[src/rtl/div_sequencer.sv]
// Purpose: sequences the signed/unsigned divider IP cores for the execute stage; one divide in flight.
// Latency: tvalids one cycle after acceptance; res_valid one cycle after the IP result pulse; IDLE one cycle after res_ack.
// Backpressure: req_ready only in IDLE; operand tvalids held until tready; result held until res_ack.
//
// Ports:
//   clk, reset                      clock, synchronous active-high reset
//   req_valid/req_ready             request handshake (req_signed, req_dividend, req_divisor)
//   flush                           cancels the operation in flight; a cancelled result is drained
//   res_valid/res_ack               result handshake (res_quo, res_rem)
//   busy                            sequencer not in IDLE
//   dvd_tdata/dvs_tdata             latched operands shared by both cores
//   {sdiv,udiv}_{dvd,dvs}_tvalid/tready   operand AXI-stream channels per core
//   {sdiv,udiv}_dout_tvalid/tdata   one-cycle result pulse per core
module div_sequencer (
    input  logic        clk,
    input  logic        reset,

    input  logic        req_valid,
    output logic        req_ready,
    input  logic        req_signed,
    input  logic [31:0] req_dividend,
    input  logic [31:0] req_divisor,

    input  logic        flush,

    output logic        res_valid,
    output logic [31:0] res_quo,
    output logic [31:0] res_rem,
    input  logic        res_ack,

    output logic        busy,

    output logic [31:0] dvd_tdata,
    output logic [31:0] dvs_tdata,

    output logic        sdiv_dvd_tvalid,
    output logic        sdiv_dvs_tvalid,
    output logic        udiv_dvd_tvalid,
    output logic        udiv_dvs_tvalid,
    input  logic        sdiv_dvd_tready,
    input  logic        sdiv_dvs_tready,
    input  logic        udiv_dvd_tready,
    input  logic        udiv_dvs_tready,

    input  logic        sdiv_dout_tvalid,
    input  logic [63:0] sdiv_dout_tdata,
    input  logic        udiv_dout_tvalid,
    input  logic [63:0] udiv_dout_tdata
);

    typedef enum logic [2:0] {
        ST_IDLE  = 3'd0,
        ST_SEND  = 3'd1,
        ST_WAIT  = 3'd2,
        ST_DONE  = 3'd3,
        ST_DRAIN = 3'd4
    } state_t;

    state_t      state_q,      state_d;
    logic        sel_signed_q, sel_signed_d;
    logic [31:0] dvd_q,        dvd_d;
    logic [31:0] dvs_q,        dvs_d;
    logic        dvd_pend_q,   dvd_pend_d;
    logic        dvs_pend_q,   dvs_pend_d;
    logic        cancel_q,     cancel_d;
    logic [31:0] quo_q,        quo_d;
    logic [31:0] rem_q,        rem_d;

    // Channel signals of whichever core the latched request selected.
    logic        sel_dvd_tready;
    logic        sel_dvs_tready;
    logic        sel_dout_tvalid;
    logic [63:0] sel_dout_tdata;
    logic        in_send;

    assign sel_dvd_tready  = sel_signed_q ? sdiv_dvd_tready  : udiv_dvd_tready;
    assign sel_dvs_tready  = sel_signed_q ? sdiv_dvs_tready  : udiv_dvs_tready;
    assign sel_dout_tvalid = sel_signed_q ? sdiv_dout_tvalid : udiv_dout_tvalid;
    assign sel_dout_tdata  = sel_signed_q ? sdiv_dout_tdata  : udiv_dout_tdata;

    // Outputs decode from registered state only, so nothing on the request
    // side reaches a tvalid combinationally.
    assign in_send         = (state_q == ST_SEND);
    assign sdiv_dvd_tvalid = in_send &  sel_signed_q & dvd_pend_q;
    assign sdiv_dvs_tvalid = in_send &  sel_signed_q & dvs_pend_q;
    assign udiv_dvd_tvalid = in_send & ~sel_signed_q & dvd_pend_q;
    assign udiv_dvs_tvalid = in_send & ~sel_signed_q & dvs_pend_q;

    assign req_ready = (state_q == ST_IDLE);
    assign busy      = (state_q != ST_IDLE);
    assign res_valid = (state_q == ST_DONE);
    assign res_quo   = quo_q;
    assign res_rem   = rem_q;
    assign dvd_tdata = dvd_q;
    assign dvs_tdata = dvs_q;

    always_comb begin
        state_d      = state_q;
        sel_signed_d = sel_signed_q;
        dvd_d        = dvd_q;
        dvs_d        = dvs_q;
        dvd_pend_d   = dvd_pend_q;
        dvs_pend_d   = dvs_pend_q;
        cancel_d     = cancel_q;
        quo_d        = quo_q;
        rem_d        = rem_q;

        unique case (state_q)
            ST_IDLE: begin
                cancel_d = 1'b0;
                if (req_valid && !flush) begin
                    sel_signed_d = req_signed;
                    dvd_d        = req_dividend;
                    dvs_d        = req_divisor;
                    dvd_pend_d   = 1'b1;
                    dvs_pend_d   = 1'b1;
                    state_d      = ST_SEND;
                end
            end

            ST_SEND: begin
                // A flush cannot withdraw a presented tvalid, so it is only
                // remembered here and acted on once both operands are taken.
                cancel_d   = cancel_q | flush;
                dvd_pend_d = dvd_pend_q & ~sel_dvd_tready;
                dvs_pend_d = dvs_pend_q & ~sel_dvs_tready;
                if (!dvd_pend_d && !dvs_pend_d) begin
                    state_d = cancel_d ? ST_DRAIN : ST_WAIT;
                end
            end

            ST_WAIT: begin
                if (flush) begin
                    // A result arriving with the flush is the cancelled one;
                    // with nothing left outstanding there is nothing to drain.
                    state_d = sel_dout_tvalid ? ST_IDLE : ST_DRAIN;
                end else if (sel_dout_tvalid) begin
                    quo_d   = sel_dout_tdata[63:32];
                    rem_d   = sel_dout_tdata[31:0];
                    state_d = ST_DONE;
                end
            end

            ST_DONE: begin
                if (flush || res_ack) begin
                    state_d = ST_IDLE;
                end
            end

            ST_DRAIN: begin
                // The core still owes exactly one result for the cancelled op.
                if (sel_dout_tvalid) begin
                    state_d = ST_IDLE;
                end
            end

            default: begin
                state_d = ST_IDLE;
            end
        endcase
    end

    always_ff @(posedge clk) begin
        if (reset) begin
            state_q      <= ST_IDLE;
            sel_signed_q <= 1'b0;
            dvd_q        <= 32'd0;
            dvs_q        <= 32'd0;
            dvd_pend_q   <= 1'b0;
            dvs_pend_q   <= 1'b0;
            cancel_q     <= 1'b0;
            quo_q        <= 32'd0;
            rem_q        <= 32'd0;
        end else begin
            state_q      <= state_d;
            sel_signed_q <= sel_signed_d;
            dvd_q        <= dvd_d;
            dvs_q        <= dvs_d;
            dvd_pend_q   <= dvd_pend_d;
            dvs_pend_q   <= dvs_pend_d;
            cancel_q     <= cancel_d;
            quo_q        <= quo_d;
            rem_q        <= rem_d;
        end
    end

endmodule

[config.mk]
export PLATFORM = sky130hd
export DESIGN_NAME = div_sequencer
export DESIGN_NICKNAME = d
export VERILOG_FILES = /design/src/rtl/div_sequencer.sv
export SDC_FILE = /design/constraint.sdc
export NUM_CORES = 1
export LEC_CHECK = 0
export ABC_AREA = 0
export CAP_MARGIN = 20
export CELL_PAD_IN_SITES_DETAIL_PLACEMENT = 0
export CELL_PAD_IN_SITES_GLOBAL_PLACEMENT = 1
export CORE_AREA = 2 2 132 134
export DETAILED_ROUTE_END_ITERATION = 7
export DIE_AREA = 0 0 134 136
export DONT_BUFFER_PORTS = 1
export GPL_ROUTABILITY_DRIVEN = 0
export PLACE_DENSITY_LB_ADDON = 0.05
export SLEW_MARGIN = 20
export SYNTH_ARGS = -nofsm -noshare
export SYNTH_HDL_FRONTEND = slang
export SYNTH_SLANG_ARGS = --single-unit
export TNS_END_PERCENT = 10
[constraint.sdc]
create_clock -name clk -period 2.15 [get_ports clk]
set_input_delay 0.43 -clock clk [delete_from_list [all_inputs] [get_ports clk]]
set_output_delay 0.43 -clock clk [all_outputs]
set_load 0.03 [all_outputs]
-- Word-level counts from Yosys, hierarchy flattened
Cells that the tools add are included.
- register bits: 135
- word-level logic and storage cells: 61
- eq/ne operators: 9
- multiplexer cells: 17
- bitwise operators: 13
- reduce and logical (&&, ||, !) cells: 13
- operators with widths (kind ; count):
    two-way mux 64 bit ; 1
    two-way mux 3 bit ; 8
    one-hot mux 3 bit (5 select lines) ; 1
    bitwise AND 1 bit ; 8
    equality test 3 x 2 -> 1 bit (second input constant) ; 2
    inequality test 2 x 1 -> 1 bit (second input constant) ; 3
    one-hot mux 1 bit (2 select lines) ; 3
    AND reduction 5 bit ; 1
    two-way mux 1 bit ; 4
    inverter 1 bit ; 4
    AND reduction 2 bit ; 2
    equality test 3 x 1 -> 1 bit (second input constant) ; 1
    equality test 3 bit (second input constant) ; 1
    logical NOT 1 bit ; 3
    logical NOT 3 bit ; 1
    inequality test 3 bit (second input constant) ; 1
    AND reduction 3 bit ; 1
    nonzero test 3 bit ; 1
    logical AND 1 bit ; 2
    inequality test 2 bit (second input constant) ; 1
    nonzero test 2 bit ; 1
    logical OR 1 bit ; 1
    OR 1 bit ; 1

-- Logic depth before layout (Yosys ltp)
Gate-level depths: netlist of the first run.
- depth after elaboration: 7
- mapped depth: 7

-- Worst setup path before layout of the first run
Ideal clock, no wire load.
- kind: register -> output
- from: reg state_q[0]
- to: out udiv_dvs_tvalid
- arrival time: 1.373 ns
- required time: 1.720 ns
- slack: 0.347 ns
- stages on the path, launching flop included: 4
- cell sequence: dfxtp_1 buf_2 nor4bb_1 nor2b_1
- word-level cells in the longest chain between the ends: 3
- RTL lines (element ; line ; RTL):
    from (decl) ; 59 ; state_t state_q, state_d;
    from (signal assigned) ; 175 ; state_q <= state_d;
    equality test 3 x 1 -> 1 bit ; 83 ; assign in_send = (state_q == ST_SEND);
    bitwise AND 1 bit (2 in series) ; 87 ; assign udiv_dvs_tvalid = in_send & ~sel_signed_q & dvs_pend_q;
    to (decl) ; 39 ; output logic udiv_dvs_tvalid,
No other way between the ends.

-- Worst setup path in the final report of the first run
Same ends and word-level chain as after synthesis.

==> results.yml, run 1 <==
yosys:
  synthAdderAreaFrac_pct: 0
  avgSynthCellArea_um2: 9.18
  synth-xor-area-share_pct: 0
  synth-simple-area-share_pct: 15.6
  synth.area.top_cells: "dfxtp_1 47%, a211oi_2 12%, mux2i_1 12%, nand2_1 8.8%, a21oi_1 5.9%"
  synth_area_leader_cell: "dfxtp_1"
  ys_seq_area_share_pct: 46.9
  synth_edf_count: 0
  synth_area_um2: 5760
  ys_seq_elements: 135
  synth_cell_types: 35
  synthFlopType: "dfxtp_1"
  synth_compound_area_share_pct: 20.7
  yosys_warnings: 0
  async_reset_ff_share_pct: 0
  syn_nets: 832
  synth_top_area_share_pct: 46.9
  synth_top_family_by_area: "compound AO/OA/AOI/OAI gates"
  synth.mux.area_fraction_pct: 11.9
  syn_inst: 628
sta:
  tightest_slew_ns: 0.444
  fmax_ghz: 0.504
  finalMaxSlewViolations: 0
  slew_headroom_pct: 70.4
  min_period_over_period_pct: 92.2
  clock_skew_ns: 0.00663
  setup_tns_ns: 0
  rsz0062_at_grt: "false"
  finalHoldViolCount: 0
  setup_viol: 0
  finalCriticalPeriod_ns: 1.98
  fin_ws_ns: 0.168
  whs_ns: 0.0899
clocking:
  cts_max_path_buffers: 2
  cts_setup_buffers: 0
  cts_buffers: 17
  cts_num_sinks: 135
  cts_tree: "built"
  clk_pin_slew_ns: 0.06
  clockRootBuffer: "clkbuf_16"
  clock_latency_ns: 0.42
  h-tree-depth: 4
finish:
  area_growth_pct: 13.7
  antenna_cells: 0
  nFillCells: 1716
  final_layout_size_suffix_gt1_share_pct: 19.0
  fin_nets: 812
  final_core_util_pct: 38.8
  design_area_um2: 6560
  seq_area_um2: 2710
  multi_input_area_um2: 2820
  fin_cells: 846
floorplan:
  io-pin-count: 339
  die_w_um: 134
  coreArea_um2: 16900
  initial_core_util_pct: 34.2
  fp-row-count: 48
  fp.dieH_um: 136
  dieArea_um2: 18200
place:
  io_buffers: 0
  dp_hpwl_um: 11600
  dp.cells: 814
  place_area_um2: 5980
  dpl_worst_slack_ns: 0.182
power:
  p_total_mw: 5.77
  vdd_drop_max_mv: 0.524
  leakage_nw: 2.05
  power_density_nw_per_um2: 880
setup_path:
  slowest_delay_ns: 0.41
  critPathArrivalTime_ns: 1.55
  required_ns: 1.72
  path_max_fanout: 12
  crit_path_start_kind: "flip-flop"
  cp-end-kind: "output pin"
  cpMaxStageDelayCell: "dfxtp_4"
  worstSetupPathType: "reg2out"
  crit_chain: "nor4bb_4 > nor2b_1 > buf_4"
route:
  via_per_inst: 5.05
  final_antenna_net_count: 0
  vias: 4273
  route.detailed.drc: 0
  wire_per_inst_um: 19.0
  dr.first_iter.drc_count: 166
  drt-pass1-iter-count: 4
  routed_wirelength_um: 16000
grt:
  antenna_found_initial: 0
  grt_max_degree: 137
  grt_pass1_wl_um: 23500
  overflow: 0
  grt_pass1_vias: 4149
  grt_use_total_pct: 17.0
min_path:
  hp-class: "in2reg"
run_status:
  outcome: "finished, final reports clean"
run:
  maxCapViolations: 0
-- logic make-up (layout without fill, tap and decap cells) --
group,Yosys count,after routing
flip-flops,135,135
AND/OR/NAND/NOR,224,224
buffers and inverters,56,49
multiplexers,68,68
AO/OA/AOI/OAI,145,145
-- cells in the mapped netlist, types with 2 or more instances --
cell	n
buf_1	5
and3_1	2
nand2_1	135
and2_1	2
mux2i_1	67
o21ai_0	4
dfxtp_1	135
buf_2	19
inv_1	2
buf_6	5
a211oi_2	55
nor2b_1	3
a211oi_1	9
nand2b_1	3
nor2_1	70
o211ai_1	2
clkbuf_1	22
buf_4	3
a21oi_1	68
nor3_1	2
-- routing by layer --
layer / wire [um] / GRT usage, % / part of all wire [%]
met1: 5820 / 17.4 / 36
met2: 7880 / 28.8 / 49
met3: 2020 / 9.55 / 13
met4: 312 / 6.80 / 1.9
met5: 0 / 0 / 0
-- placed cells by master (no fill, tap or decap), drive strengths merged, types with 5 or more instances in the layout --
| cell type | netlist | routed |
|---|---|---|
| buf | 32 | 15 |
| inv | 2 | 6 |
| nor2 | 70 | 70 |
| a211oi | 64 | 64 |
| clkinvlp | 0 | 5 |
| dfxtp | 135 | 135 |
| mux2i | 67 | 67 |
| nand2 | 135 | 135 |
| clkinv | 0 | 5 |
| a21oi | 69 | 69 |
| clkbuf | 22 | 18 |
-- worst max-delay path, delay by kind of cell, from the launching register on --
kind / cells / cell delay, ns
flops: 1 / 0.41
buf+inv: 1 / 0.17
simple gates: 2 / 0.56
-- path summary, 6_finish.rpt --
check / start / endpoint / slack [ns] / depth (start not counted)
worst max register to register: state_q[1] / res_rem[0] / 0.42 / 5
worst min-delay path: reset / res_quo[21] / 0.09 / 1
worst min register to register: dvs_pend_q / dvs_pend_q / 0.49 / 2
worst max-delay path: state_q[0] / udiv_dvs_tvalid / 0.17 / 3
-- sequential cells by signal, indices dropped and copies added, names as in the netlist --
signal,count
dvd_tdata,32
state_q,3
sel_signed_q,1
cancel_q,1
dvs_pend_q,1
res_rem,32
dvd_pend_q,1
res_quo,32
dvs_tdata,32
-- final cells by class --
class	count	area share (%)
tap	225	4.29
clock buffer	18	6.70
clock inverter	14	1.51
sequential	135	41.4
multi-input combinational	437	43.0
timing repair buffer	15	3.05
inverter	2	0.115
-- repair_timing --
action,CTS,global route
pin swaps,0,1
endpoints found under the setup margin,4,5
hold buffers,0,0
gates resized for setup,6,4
-- where the power goes --
part           internal (mW)  switching [mW]
logic                  0.152           0.202
clock network           1.50            1.14
registers               2.58           0.195
Power figures use the tool's default switching activity.
==> run 2: changes to the inputs <==
Settings changed: ABC_AREA 0 to 1, CORE_AREA 2 2 132 134 to 2 2 131 133, DIE_AREA 0 0 134 136 to 0 0 133 135.
==> results.yml, run 2 <==
grt:
  grt_pass1_wl_um: 25500
  grt_pass1_vias: 4593
  grt_max_degree: 80
  overflow: 0
  antenna_found_initial: 0
  grt_use_total_pct: 18.5
yosys:
  syn_nets: 937
  synth.area.top_cells: "dfxtp_1 50%, nand2_1 11%, nor2_1 11%, a31oi_1 7.4%, o21ai_0 6.4%"
  async_reset_ff_share_pct: 0
  synth_area_leader_cell: "dfxtp_1"
  synth_edf_count: 0
  synth_top_area_share_pct: 49.8
  ys_seq_elements: 135
  synth_common_cells: "155 x nand2_1, 152 x nor2_1, 135 x dfxtp_1, 69 x o21ai_0, 64 x a31oi_1"
  synth_cell_types: 18
  yosys_warnings: 0
  yosysMostFrequentCell: "nand2_1"
  syn_inst: 733
  synth_area_um2: 5420
  synthFlopType: "dfxtp_1"
  ys_seq_area_share_pct: 49.8
  avgSynthCellArea_um2: 7.40
setup_path:
  r2r_slack_ns: 0.35
  critPathTopFamily: "simple AND/OR/NAND/NOR gates"
  slowest_delay_ns: 0.36
  worstSetupPathType: "reg2out"
  required_ns: 1.72
  rr_worst_depth: 7
  crit_chain: "nor2_2 > nand2_1 > nor3_1 > buf_4"
  r2r-end: "dvs_tdata[9]"
  cp_num_buf_inv: 1
  path_depth: 4
  critPathArrivalTime_ns: 1.59
  cpMaxStageDelayCell: "dfxtp_1"
  crit_path_start_kind: "flip-flop"
  cp-end-kind: "output pin"
  path_max_fanout: 6
  r2r-start: "state_q[2]"
finish:
  final_layout_size_suffix_gt1_share_pct: 7.88
  design_area_um2: 6120
  layout_commonest_cell: "nand2_1"
  antenna_cells: 0
  area_growth_pct: 12.8
  final_core_util_pct: 37.3
  nFillCells: 1754
  final_cell_mix: "155 x nand2_1, 152 x nor2_1, 134 x dfxtp_1"
  fin_nets: 914
min_path:
  whs_endpoint: "dvd_pend_q"
  hold_start: "reset"
  worstHoldPathCells: 1
  hp-class: "in2reg"
route:
  top_layer: "met4"
  via_per_inst: 5.13
  wire_per_inst_um: 18.3
  dr_wl_met3_um: 1720
  route.detailed.drc: 0
  drt-pass1-iter-count: 5
  routed_wirelength_um: 17300
  met1Wirelength_um: 6610
  dr.first_iter.drc_count: 195
  met2_length_um: 8480
  final_antenna_net_count: 0
  vias: 4833
clocking:
  cts_num_sinks: 135
  cts_tree: "built"
  cts_setup_buffers: 0
  cts_buffers: 17
  h-tree-depth: 4
  cts-resized-gates: 0
  clock_latency_ns: 0.42
  clk_pin_slew_ns: 0.06
  clockRootBuffer: "clkbuf_16"
  cts_hold_buf: 0
  cts_max_path_buffers: 2
run:
  maxCapViolations: 0
place:
  io_buffers: 0
  dp_hpwl_um: 12600
  place_area_um2: 5540
  dpl_worst_slack_ns: 0.349
sta:
  setup_tns_ns: 0
  finalMaxSlewViolations: 0
  min_period_over_period_pct: 94.0
  fin_ws_ns: 0.129
  fmax_ghz: 0.495
  rsz0062_at_grt: "false"
  finalHoldViolCount: 0
  tightest_slew_ns: 0.592
  finalCriticalPeriod_ns: 2.02
  clock_skew_ns: 0.00797
  slew_headroom_pct: 60.5
  setup_viol: 0
  whs_ns: 0.0763
floorplan:
  coreArea_um2: 16400
  fp.dieH_um: 135
  io-pin-count: 339
  die_w_um: 133
  dieArea_um2: 18000
  initial_core_util_pct: 33.1
  fp-row-count: 47
power:
  power_density_nw_per_um2: 1340
  vdd_drop_max_mv: 0.530
  leakage_nw: 2.41
run_status:
  outcome: "finished, final reports clean"
run 2: cell types whose count changed in the layout (fill, tap and decap cells not counted), sizes merged, moves of 64 or more:
cell / before / now
a211oi: 64 / 0
a21oi: 69 / 5
a31oi: 0 / 64
mux2i: 67 / 0
nor2: 70 / 154
o21ai: 4 / 131
run 2: cell type report:
| class | count | area (um^2) | area share, % |
|---|---|---|---|
| clock buffer | 18 | 429 | 7.01 |
| clock inverter | 14 | 149 | 2.43 |
| inverter | 18 | 68.8 | 1.12 |
| multi-input combinational | 523 | 2330 | 38.0 |
| sequential | 135 | 2700 | 44.2 |
| tap | 220 | 275 | 4.50 |
| timing repair buffer | 15 | 166 | 2.72 |
run 2: how the worst max path moves through the flow:
stage / startpoint / to / slack [ns]
detailed placement: state_q[2] / dvs_tdata[9] / 0.35
CTS: sel_signed_q / sdiv_dvs_tvalid / 0.04
global placement: state_q[2] / dvd_tdata[3] / 0.41
finish: state_q[2] / sdiv_dvd_tvalid / 0.13
global route: sel_signed_q / udiv_dvd_tvalid / 0.02
floorplan: sel_signed_q / sdiv_dvd_tvalid / 0.33
run 2: kinds of logic (layout without fill, tap and decap cells):
family | count (synthesis) | in the layout | synth area share [%]
flip-flops | 135 | 135 | 49.8
buffers and inverters | 75 | 65 | 7.34
AND/OR/NAND/NOR | 323 | 323 | 22.9
AO/OA/AOI/OAI | 200 | 200 | 19.9
run 2: per-layer routing:
metal | GRT usage (%) | up-vias
met5 | 0 | -
met4 | 8.36 | 0
met3 | 7.09 | 26
met2 | 32.0 | 233
met1 | 20.2 | 2186
li1 | - | 2388
run 2: report_power, final:
group	internal [mW]	switching, mW	total (mW)
Clock	1.71	1.16	2.87
Combinational	0.460	0.945	1.40
Sequential	2.91	1.04	3.95
run 2: through the flow:
step / total power [mW] / cells
after global routing: 8.67 / 943
after floorplan: 5.06 / 733
after global placement: 5.41 / 911
final: 8.22 / 943
after detailed placement: 5.44 / 911
after CTS: 8.33 / 943
==> run 3: changes to the inputs <==
--- a/config.mk
+++ b/config.mk
@@ -7,3 +7,2 @@
 export LEC_CHECK = 0
-export ABC_AREA = 1
 export CAP_MARGIN = 20
@@ -11,5 +10,5 @@
 export CELL_PAD_IN_SITES_GLOBAL_PLACEMENT = 1
-export CORE_AREA = 2 2 131 133
+export CORE_AREA = 2 2 132 134
 export DETAILED_ROUTE_END_ITERATION = 7
-export DIE_AREA = 0 0 133 135
+export DIE_AREA = 0 0 134 136
 export DONT_BUFFER_PORTS = 1
--- a/constraint.sdc
+++ b/constraint.sdc
@@ -3,2 +3,2 @@
 set_output_delay 0.43 -clock clk [all_outputs]
-set_load 0.03 [all_outputs]
+set_load 0.05 [all_outputs]
==> results.yml, run 3 (synthesized netlist as in run 1, its figures left out) <==
run_status:
  outcome: "finished, final reports clean"
clocking:
  cts_num_sinks: 135
  cts-resized-gates: 0
  cts_tree: "built"
  cts_hold_buf: 0
  clockRootBuffer: "clkbuf_16"
  h-tree-depth: 4
  cts_max_path_buffers: 2
  clock_latency_ns: 0.41
  cts_setup_buffers: 0
  cts_buffers: 17
  clk_pin_slew_ns: 0.06
floorplan:
  fp.dieH_um: 136
  dieArea_um2: 18200
  initial_core_util_pct: 34.2
  coreArea_um2: 16900
  fp-row-count: 48
  io-pin-count: 339
  die_w_um: 134
power:
  power_density_nw_per_um2: 919
  leakage_nw: 2.07
  p_total_mw: 6.03
  vdd_drop_max_mv: 0.503
sta:
  finalHoldViolCount: 0
  min_period_over_period_pct: 94.1
  clock_skew_ns: 0.00658
  slew_headroom_pct: 61.1
  fmax_ghz: 0.494
  tightest_slew_ns: 0.582
  whs_ns: 0.0947
  finalMaxSlewViolations: 0
  setup_viol: 0
  rsz0062_at_grt: "false"
  setup_tns_ns: 0
  finalCriticalPeriod_ns: 2.02
setup_path:
  cp-end-kind: "output pin"
  critPathArrivalTime_ns: 1.59
  required_ns: 1.72
  crit_path_start_kind: "flip-flop"
  worstSetupPathType: "reg2out"
  path_max_fanout: 13
finish:
  final_layout_size_suffix_gt1_share_pct: 18.3
  nFillCells: 1708
  area_growth_pct: 13.8
  layout_commonest_cell: "nand2_1"
  final_cell_mix: "134 x nand2_1, 132 x dfxtp_1, 70 x nor2_1"
  antenna_cells: 0
  fin_cells: 847
  fin_nets: 814
route:
  final_antenna_net_count: 0
  drt-pass1-iter-count: 4
  wire_per_inst_um: 19.0
  route.detailed.drc: 0
  routed_wirelength_um: 16100
  dr.first_iter.drc_count: 214
  vias: 4316
  via_per_inst: 5.10
place:
  io_buffers: 0
  dp.cells: 816
  dp_hpwl_um: 11500
grt:
  grt_pass1_wl_um: 23300
  grt_max_degree: 137
  grt_pass1_vias: 4166
  antenna_found_initial: 0
  overflow: 0
  grt_use_total_pct: 16.7
min_path:
  hp-class: "in2reg"
run:
  maxCapViolations: 0
## run 3: changes by cell type in the layout (fill, tap and decap cells not counted), sizes merged, moves of 3 or more
cell / change
o21ai: -127
nor2: -84
mux2i: +67
a211oi: +64
a21oi: +64
a31oi: -64
nand2: -22
inv: -18
nand3: -10
nand2b: +3
nor2b: +3
## run 3: critical path, stage by stage, from the launching register on
cell and delay, ns:
dfxtp_2 0.39, nor4bb_2 0.30, buf_4 0.16, nor2b_2 0.16, buf_6 0.17
## run 3: final cells by class
| type | instances | area (um^2) | area share [%] |
|---|---|---|---|
| multi-input combinational | 437 | 2800 | 42.7 |
| sequential | 135 | 2710 | 41.3 |
| clock buffer | 20 | 437 | 6.66 |
| tap | 225 | 282 | 4.29 |
| timing repair buffer | 17 | 198 | 3.01 |
| clock inverter | 11 | 128 | 1.95 |
| inverter | 2 | 7.51 | 0.114 |
## run 3: per-stage QoR
stage | worst slack (ns) | util (%) | instance area [um^2]
4_1_cts | 0.00127 | 38.7 | 6540
6_report | 0.127 | 38.9 | 6560
2_1_floorplan | 0.0912 | - | 5760
3_5_place_dp | 0.331 | 35.4 | 5970
5_1_grt | 0.0190 | 38.9 | 6560
3_3_place_gp | 0.407 | 35.4 | 5970
## run 3: path summary, 6_finish.rpt
kind,cells after the start,start,slack (ns),end
worst min-delay path,1,reset,0.09,res_quo[21]
worst min register to register,2,dvs_pend_q,0.47,dvs_pend_q
worst max-delay path,4,state_q[1],0.13,udiv_dvs_tvalid
worst max register to register,7,state_q[0],0.45,dvs_tdata[23]
## run 3: metal layers
| layer | share of wire (%) | global-route usage (%) | routed length [um] | up-vias |
|---|---|---|---|---|
| li1 | - | - | - | 2121 |
| met1 | 37 | 17.7 | 6040 | 1938 |
| met2 | 49 | 28.3 | 7950 | 231 |
| met3 | 11 | 7.98 | 1750 | 26 |
| met4 | 2.3 | 7.27 | 378 | 0 |
| met5 | 0 | 0 | 0 | - |
## run 3: report_power, final
group          total, mW  switching (mW)  internal (mW)
logic              0.360           0.211          0.149
registers           2.87           0.293           2.58
clock network       2.80            1.10           1.70
total               6.03            1.60           4.43
